===== src/rtl/rmii_tx_framer.sv =====
// Ethernet MAC transmit framer for a 50 MHz RMII link, one dibit per clock.
// Emits preamble/SFD, payload, zero padding and FCS, then holds the inter-frame gap.
module rmii_tx_framer #(
    parameter int unsigned MIN_BYTES  = 60,
    parameter int unsigned MAX_BYTES  = 1514,
    parameter int unsigned IFG_CYCLES = 48
) (
    input  logic        clk,
    input  logic        rst_n,
    input  logic [7:0]  s_data,
    input  logic        s_valid,
    input  logic        s_last,
    output logic        s_ready,
    output logic [1:0]  txd,
    output logic        tx_en,
    output logic        crc_en,
    output logic [1:0]  crc_data,
    input  logic [31:0] fcs_in,
    output logic        frame_done,
    output logic        err_underrun,
    output logic        err_oversize
);

    typedef enum logic [2:0] {
        S_IDLE, S_PRE, S_DATA, S_PAD, S_FCS, S_DRAIN, S_IFG
    } state_t;

    localparam logic [10:0] MIN_C    = 11'(MIN_BYTES);
    localparam logic [10:0] MAX_C    = 11'(MAX_BYTES);
    localparam logic [5:0]  IFG_LAST = 6'(IFG_CYCLES - 1);

    state_t      state_q, state_d;
    logic [5:0]  cnt_q, cnt_d;
    logic [1:0]  dib_q, dib_d;
    logic [7:0]  byte_q, byte_d;
    logic        last_q, last_d;
    logic [10:0] byte_cnt_q, byte_cnt_d;
    logic [31:0] sh_q, sh_d;
    logic [1:0]  txd_q, txd_d;
    logic        tx_en_q, tx_en_d;
    logic        crc_en_q, crc_en_d;
    logic        done_q, done_d;
    logic        und_q, und_d;
    logic        ovr_q, ovr_d;

    // State, counters and the registered line outputs.
    always_ff @(posedge clk or negedge rst_n) begin
        if (!rst_n) begin
            state_q    <= S_IDLE;
            cnt_q      <= 6'd0;
            dib_q      <= 2'd0;
            byte_q     <= 8'd0;
            last_q     <= 1'b0;
            byte_cnt_q <= 11'd0;
            sh_q       <= 32'd0;
            txd_q      <= 2'b00;
            tx_en_q    <= 1'b0;
            crc_en_q   <= 1'b0;
            done_q     <= 1'b0;
            und_q      <= 1'b0;
            ovr_q      <= 1'b0;
        end else begin
            state_q    <= state_d;
            cnt_q      <= cnt_d;
            dib_q      <= dib_d;
            byte_q     <= byte_d;
            last_q     <= last_d;
            byte_cnt_q <= byte_cnt_d;
            sh_q       <= sh_d;
            txd_q      <= txd_d;
            tx_en_q    <= tx_en_d;
            crc_en_q   <= crc_en_d;
            done_q     <= done_d;
            und_q      <= und_d;
            ovr_q      <= ovr_d;
        end
    end

    // The byte slot opens only in IDLE, DRAIN, and on the final dibit of a non-last byte.
    always_comb begin
        s_ready = 1'b0;
        case (state_q)
            S_IDLE:  s_ready = 1'b1;
            S_DRAIN: s_ready = 1'b1;
            S_DATA:  s_ready = (dib_q == 2'd3) && !last_q;
            default: s_ready = 1'b0;
        endcase
    end

    // Next state; the line outputs are then decoded from the next-state values so they register in step.
    always_comb begin
        state_d    = state_q;
        cnt_d      = cnt_q;
        dib_d      = dib_q;
        byte_d     = byte_q;
        last_d     = last_q;
        byte_cnt_d = byte_cnt_q;
        sh_d       = sh_q;
        und_d      = 1'b0;
        ovr_d      = 1'b0;

        case (state_q)
            S_IDLE: begin
                if (s_valid) begin
                    byte_d     = s_data;
                    last_d     = s_last;
                    byte_cnt_d = 11'd1;
                    cnt_d      = 6'd0;
                    state_d    = S_PRE;
                end else begin
                    state_d    = S_IDLE;
                end
            end
            S_PRE: begin
                if (cnt_q == 6'd31) begin
                    cnt_d   = 6'd0;
                    dib_d   = 2'd0;
                    state_d = S_DATA;
                end else begin
                    cnt_d   = cnt_q + 6'd1;
                end
            end
            S_DATA: begin
                if (dib_q != 2'd3) begin
                    dib_d = dib_q + 2'd1;
                end else if (last_q) begin
                    dib_d = 2'd0;
                    if (byte_cnt_q < MIN_C) begin
                        state_d = S_PAD;
                    end else begin
                        // fcs_in already folds in the dibit on the line now.
                        sh_d    = fcs_in;
                        cnt_d   = 6'd0;
                        state_d = S_FCS;
                    end
                end else if (!s_valid) begin
                    dib_d   = 2'd0;
                    cnt_d   = 6'd0;
                    und_d   = 1'b1;
                    state_d = S_IFG;
                end else if (byte_cnt_q >= MAX_C) begin
                    dib_d      = 2'd0;
                    cnt_d      = 6'd0;
                    ovr_d      = 1'b1;
                    byte_cnt_d = MAX_C + 11'd1;
                    state_d    = s_last ? S_IFG : S_DRAIN;
                end else begin
                    dib_d      = 2'd0;
                    byte_d     = s_data;
                    last_d     = s_last;
                    byte_cnt_d = byte_cnt_q + 11'd1;
                end
            end
            S_PAD: begin
                if (dib_q != 2'd3) begin
                    dib_d = dib_q + 2'd1;
                end else begin
                    dib_d      = 2'd0;
                    byte_cnt_d = byte_cnt_q + 11'd1;
                    if ((byte_cnt_q + 11'd1) >= MIN_C) begin
                        sh_d    = fcs_in;
                        cnt_d   = 6'd0;
                        state_d = S_FCS;
                    end else begin
                        state_d = S_PAD;
                    end
                end
            end
            S_FCS: begin
                sh_d = sh_q >> 2;
                if (cnt_q == 6'd15) begin
                    cnt_d   = 6'd0;
                    state_d = S_IFG;
                end else begin
                    cnt_d   = cnt_q + 6'd1;
                end
            end
            S_DRAIN: begin
                if (s_valid && s_last) begin
                    cnt_d   = 6'd0;
                    state_d = S_IFG;
                end else begin
                    state_d = S_DRAIN;
                end
            end
            S_IFG: begin
                if (cnt_q == IFG_LAST) begin
                    cnt_d   = 6'd0;
                    state_d = S_IDLE;
                end else begin
                    cnt_d   = cnt_q + 6'd1;
                end
            end
            default: begin
                state_d = S_IDLE;
            end
        endcase

        txd_d    = 2'b00;
        tx_en_d  = 1'b0;
        crc_en_d = 1'b0;
        case (state_d)
            S_PRE: begin
                tx_en_d = 1'b1;
                txd_d   = (cnt_d == 6'd31) ? 2'b11 : 2'b01;
            end
            S_DATA: begin
                tx_en_d  = 1'b1;
                crc_en_d = 1'b1;
                case (dib_d)
                    2'd0:    txd_d = byte_d[1:0];
                    2'd1:    txd_d = byte_d[3:2];
                    2'd2:    txd_d = byte_d[5:4];
                    default: txd_d = byte_d[7:6];
                endcase
            end
            S_PAD: begin
                tx_en_d  = 1'b1;
                crc_en_d = 1'b1;
            end
            S_FCS: begin
                tx_en_d = 1'b1;
                txd_d   = sh_d[1:0];
            end
            default: begin
                txd_d = 2'b00;
            end
        endcase
        done_d = (state_d == S_FCS) && (cnt_d == 6'd15);
    end

    assign txd          = txd_q;
    assign tx_en        = tx_en_q;
    assign crc_en       = crc_en_q;
    assign crc_data     = txd_q;
    assign frame_done   = done_q;
    assign err_underrun = und_q;
    assign err_oversize = ovr_q;

endmodule


===== config.mk =====
export PLATFORM = sky130hd
export DESIGN_NAME = rmii_tx_framer
export DESIGN_NICKNAME = d
export VERILOG_FILES = /design/src/rtl/rmii_tx_framer.sv
export SDC_FILE = /design/constraint.sdc
export NUM_CORES = 1
export LEC_CHECK = 0
export BUFFER_PORTS_ARGS = -buffer_cell sky130_fd_sc_hd__buf_2
export CORE_AREA = 2 2 86 88
export CTS_CLUSTER_SIZE = 24
export DETAILED_ROUTE_END_ITERATION = 10
export DIE_AREA = 0 0 88 90
export GPL_TIMING_DRIVEN = 0
export PLACE_DENSITY = 0.83
export REMOVE_ABC_BUFFERS = 1
export SLEW_MARGIN = 20
export SYNTH_ARGS = -nofsm -noshare
export SYNTH_HDL_FRONTEND = slang
export SYNTH_SLANG_ARGS = --single-unit

===== constraint.sdc =====
create_clock -name clk -period 3.2 [get_ports clk]
set_input_delay 0.64 -clock clk [delete_from_list [all_inputs] [get_ports clk]]
set_output_delay 0.64 -clock clk [all_outputs]
set_load 0.05 [all_outputs]

After elaboration in Yosys (flattened, before gate mapping)
Cells that the tools add are included.

Register bits: 70. Latch bits: 0. Memory bits (writable): 0. Memory bits (read-only): 0. Bits of input ports: 44. Output and inout port bits: 10. Word-level logic and storage cells: 133. Memories kept: 0.

Add/subtract/negate cells: 3. Multiply operators: 0. Divide/modulo/power cells: 0. $lt $le $gt $ge: 3. Eq/ne operators: 27. Shifts and indexed selects: 0. Multiplexer cells: 70. Bitwise logic cells: 0. Reductions and logical operators: 16.

Operators by type and width (count): two-way mux 32 bit (5); case mux 32 bit (3 select lines) (1); two-way mux 6 bit (12); two-way mux 11 bit (6); case mux 6 bit (7 select lines) (1); two-way mux 8 bit (5); case mux 11 bit (3 select lines) (1); two-way mux 3 bit (10); case mux 3 bit (7 select lines) (1); != test 2 bit, second input constant (9); two-way mux 1 bit (17); case mux 8 bit (2 select lines) (1); == test 3 x 2 -> 1 bit, second input constant (4); == test 3 bit, second input constant (4); == test 6 x 4 -> 1 bit, second input constant (2); == test 6 x 5 -> 1 bit, second input constant (2); case mux 2 bit (3 select lines) (2); AND reduction 6 bit (2); adder 11 x 1 -> 11 bit, second input constant (1); >= comparator 11 bit, second input constant (1); >= comparator 11 x 6 -> 1 bit, second input constant (1); < comparator 11 x 6 -> 1 bit, second input constant (1); two-way mux 2 bit (5); adder 6 x 1 -> 6 bit, second input constant (1); other kinds (16) (24).

Depth between registers and ports, before layout
Word-level depth: 9. Gate-level depth with buffers: 11. Gate-level depth less buffers: 9.

Worst setup path after synthesis
No wires, ideal clock.

Path kind: register to output. Start: register state_q[2]. End: output s_ready. Data arrival time: 1.930 ns. Data required time: 2.560 ns. Slack: 0.630 ns. Stages on the path, launching flop included: 4. Buffers on the path: 1. Path through: dfrtp_1 clkbuf_1 inv_1 o21ai_0.

Cells in the longest elaborated chain, start to end: 3. Elaborated cells between the ends (all ways): 5. Those cells by class: eq/ne: 2; mux: 1; reduce/logical: 2.

Ends and longest elaborated chain: from (decl) (line 32) `state_t state_q, state_d;`; from (signal assigned) (line 63) `state_q <= state_d;`; == test 3 bit or logical NOT 3 bit (tied branches) (line 82) `case (state_q)`; OR reduction 2 bit (no line); case mux 1 bit (2 select lines) * (line 82); to (decl) (line 13) `output logic s_ready,`.

Every way passes the cells marked *; elsewhere a longest branch is shown, timed or not.

Worst setup path after layout
Start: register state_q[1]. End: register txd_q[1], in the netlist crc_data[1].

Cells in the longest elaborated chain, start to end: 7. Elaborated cells between the ends (all ways): 31. Those cells by class: eq/ne: 12; mux: 16; reduce/logical: 3.

Ends and longest elaborated chain: two-way mux 3 bit (line 141) `end else if (byte_cnt_q >= MAX_C) begin`; two-way mux 3 bit (line 136) `end else if (!s_valid) begin`; two-way mux 3 bit (line 126) `end else if (last_q) begin`; two-way mux 3 bit (line 124) `if (dib_q != 2'd3) begin`; case mux 3 bit (7 select lines) (line 102) `case (state_q)`; == test 3 bit (tied with other cells) (line 202) `case (state_d)`; case mux 2 bit (3 select lines) * (line 202); net txd_d[1] (line 39) `logic [1:0] txd_q, txd_d;`; to (signal assigned) (line 70) `txd_q <= txd_d;`; to (decl) (line 39).

Mark *: on every way through the listed nets, which the timed path passes. The rest lies on a longest branch. A chain may end at the register's enable or synchronous reset.

==> summary.md <==
| Metric | Value |
|---|---|
| Status | `completed` |
| Die Height | `90 um` |
| Synthesis-stage register bit count | `70` |
| Hold-fix buffers, CTS | `0` |
| Max-cap violation count | `0` |
| Clock buffer count from CTS | `9` |
| Number of global-route vias before repair | `3,163` |
| Yosys cell types | `61` |
| CTS tree | `yes` |
| Clock Skews | `8.015 ps` |
| Most numerous cell in the Yosys netlist | `nand2_1` |
| Total Routing Usage GR | `23.70%` |
| Critical path's top delay family | `compound AO/OA/AOI/OAI gates` |
| Congestion Overflow GR | `0` |
| # DRC | `0` |
| Vias | `3,497` |
| Post-synth EDFFs | `0` |
| Netlist Area Pre-Place | `3936 sq um` |
| Top cell type's share of synthesized area | `44.50%` |
| Pwr Density | `778.6 nW/um^2` |
| Hold Fails Final Rpt | `0` |
| Die area | `7920 sq um` |
| Largest net degree at the start of global routing | `54` |
| IO Pins | `54` |
| Port buffer count | `53` |
| GR Util met1 | `32.93%` |
| CP Capture Type | `register` |
| Area delta synth->final | `13.70%` |
| CP Cell Sequence | `nor2b_1 > o21ai_0 > a21oi_4 > a211oi_1 > o22ai_1 > a31o_2` |
| Fmax | `335.2 MHz` |
| Slowest stage delay, CP | `740 ps` |
| Buf/Inv on CP | `0` |
| Period Utilization, post-route | `93.23%` |
| Setup Viol. Count Final | `0` |
| Number of H-tree levels | `3` |
| Maximum vdd ir drop | `592.7 uV` |
| CTS max path bufs | `2` |
| Clock latency on the worst-skew pair | `340 ps` |
| Post-Syn Instances | `441` |
| Synthesis Warnings | `0` |
| Finished Core Util | `63.75%` |
| Post-CTS Setup Bufs | `0` |
| Die Width | `88 um` |
| Core region area | `7020 sq um` |
| Nets | `525` |
| Tmin final | `2983 ps` |
| TritonRoute pass-1 iters | `5` |
| Rel. slew slack | `47.93%` |
| Fraction of layout cells with a size suffix above 1 | `19.05%` |
| GRT Max-Usage Layer | `met2` |
| Slew @ Worst Pin | `781.0 ps` |
| Post-synth top cells | `nand2_1, dfrtp_1, o21ai_0, a22oi_1, a21oi_1` |
| Static leakage | `2.008 nW` |
| CTS sink cnt | `70` |
| RSZ-0062 raised after global routing | `false` |
| Crit path required time | `3480 ps` |
| Slowest CP cell | `dfrtp_2` |
| Initial Util | `56.07%` |
| First-pass GRT wire length | `14,990 um` |
| CP arrival | `3260 ps` |
| Met3 Use GR | `4.316%` |
| Wire length per cell | `15.68 um` |
| Top post-synthesis cells by area | `dfrtp_1, nand2_1, a22oi_1` |
| Row cnt | `31` |
| Final HPWL DP | `6132 um` |
| Final ANT Viol Nets | `0` |
| Vias per cell | `6.009` |
| Gpl congestion | `0.9349` |
| WHS | `167.6 ps` |
| Startpoint types | `register` |
| Routed WL | `9127 um` |
| Worst Path Max Fanout | `33` |
| Register area share after synthesis | `44.50%` |
| Ys flop type | `dfrtp_1` |
| Ant diodes | `0` |
| Met2 global-route usage | `36.99%` |
| Yosys top cell by area | `dfrtp_1` |
| Worst-path clk slew | `80 ps` |
| Type of the worst setup path | `register to register` |
| Antenna violations before repair | `0` |
| Final max-slew violation count | `0` |
| DRT iter0 DRCs | `255` |
| Synth Area per Inst | `8.926 sq um` |
| Hold WC Path Type | `primary input to async pin` |
| Ys async rst share | `100.0%` |
| CTS root buf | `clkbuf_8` |
## flip-flops by register name, summed over array words and instances, names as in the netlist
signal,count
byte_cnt_q,11
byte_q,8
cnt_q,6
crc_data,2
crc_en,1
dib_q,2
err_oversize,1
err_underrun,1
frame_done,1
last_q,1
sh_q,32
state_q,3
tx_en,1
## per-layer routing
| layer | routed length (um) | part of all wire (%) | vias up |
|---|---|---|---|
| li1 | - | - | 1666 |
| met1 | 3989 | 44 | 1706 |
| met2 | 4561 | 50 | 112 |
| met3 | 452 | 5.0 | 13 |
| met4 | 123 | 1.3 | 0 |
| met5 | 0 | 0 | - |
## report_power, final
group | total [W] | switching (W) | internal [W]
sequential | 0.00145 | 0.000269 | 0.00119
combinational | 0.00123 | 0.000720 | 0.000511
clock | 0.000799 | 0.000355 | 0.000445
total | 0.00348 | 0.00134 | 0.00214
## final timing paths
kind | start | endpoint | slack, ps | depth (start not counted)
min reg2reg | sh_q[19] | sh_q[19] | 480 | 2
min | rst_n | cnt_q[3] | 170 | 1
max | state_q[1] | crc_data[1] | 220 | 6
max in group asynchronous | rst_n | state_q[1] | 2480 | 2
min in group clk | sh_q[19] | sh_q[19] | 480 | 2
max reg2reg | state_q[1] | crc_data[1] | 220 | 6
## cells in the final DEF, fill, tap and decap left out, types with 8 or more instances in the layout
| cell | netlist | final |
|---|---|---|
| a21oi_1 | 18 | 18 |
| a22oi_1 | 29 | 29 |
| and3_1 | 8 | 8 |
| buf_2 | 11 | 52 |
| clkbuf_8 | 0 | 9 |
| dfrtp_1 | 70 | 69 |
| inv_1 | 12 | 12 |
| mux2_2 | 8 | 8 |
| mux2i_1 | 9 | 9 |
| nand2_1 | 94 | 94 |
| nand4_1 | 8 | 8 |
| nor2_1 | 17 | 15 |
| nor2b_1 | 8 | 8 |
| nor3_1 | 8 | 8 |
| o21ai_0 | 31 | 31 |
## metrics by stage
stage	power, W	instances	setup slack (ps)	area [sq um]	setup TNS (ps)
3_5_place_dp	0.002662	565	-198.8	4230	-5308
3_3_place_gp	0.002586	564	-492.7	4188	-9560
4_1_cts	0.003474	581	94.76	4453	0
6_report	0.003485	582	216.6	4476	0
5_1_grt	0.003713	582	128.4	4476	0
2_1_floorplan	0.002328	412	299.7	3799	0
## logic make-up (layout without fill, tap and decap cells)
group / Yosys count / count (layout) / synth area share, %
AND/OR/NAND/NOR: 177 / 177 / 21.36
AO/OA/AOI/OAI: 128 / 129 / 22.85
flip-flops: 70 / 70 / 44.50
buffers and inverters: 41 / 82 / 4.640
multiplexers: 17 / 17 / 4.577
XOR/XNOR: 5 / 5 / 1.112
adder cells (fa/ha/maj): 3 / 3 / 0.9537
## worst reg2reg max path, delay by kind of cell, from the launching register on
kind / cells / cell delay [ps]
AO/OA/AOI/OAI: 5 / 1650
flip-flops: 1 / 740
AND/OR/NAND/NOR: 1 / 540
## layout make-up
| class | count | area [sq um] |
|---|---|---|
| Sequential cell | 70 | 1753 |
| Inverter | 12 | 45.04 |
| Multi-Input combinational cell | 331 | 2037 |
| Timing Repair Buffer | 54 | 295.3 |
| Clock buffer | 10 | 127.6 |
| Fill cell | 576 | 2545 |
| Tap cell | 99 | 123.9 |
| Clock inverter | 6 | 93.84 |
## repair_timing
item | in CTS | in global routing
gates resized for setup | 1 | 2
gates cloned | 0 | 1
hold endpoints to repair | 0 | 0
setup endpoints to repair | 30 | 30
No activity file was read; power rests on OpenSTA's default activity.
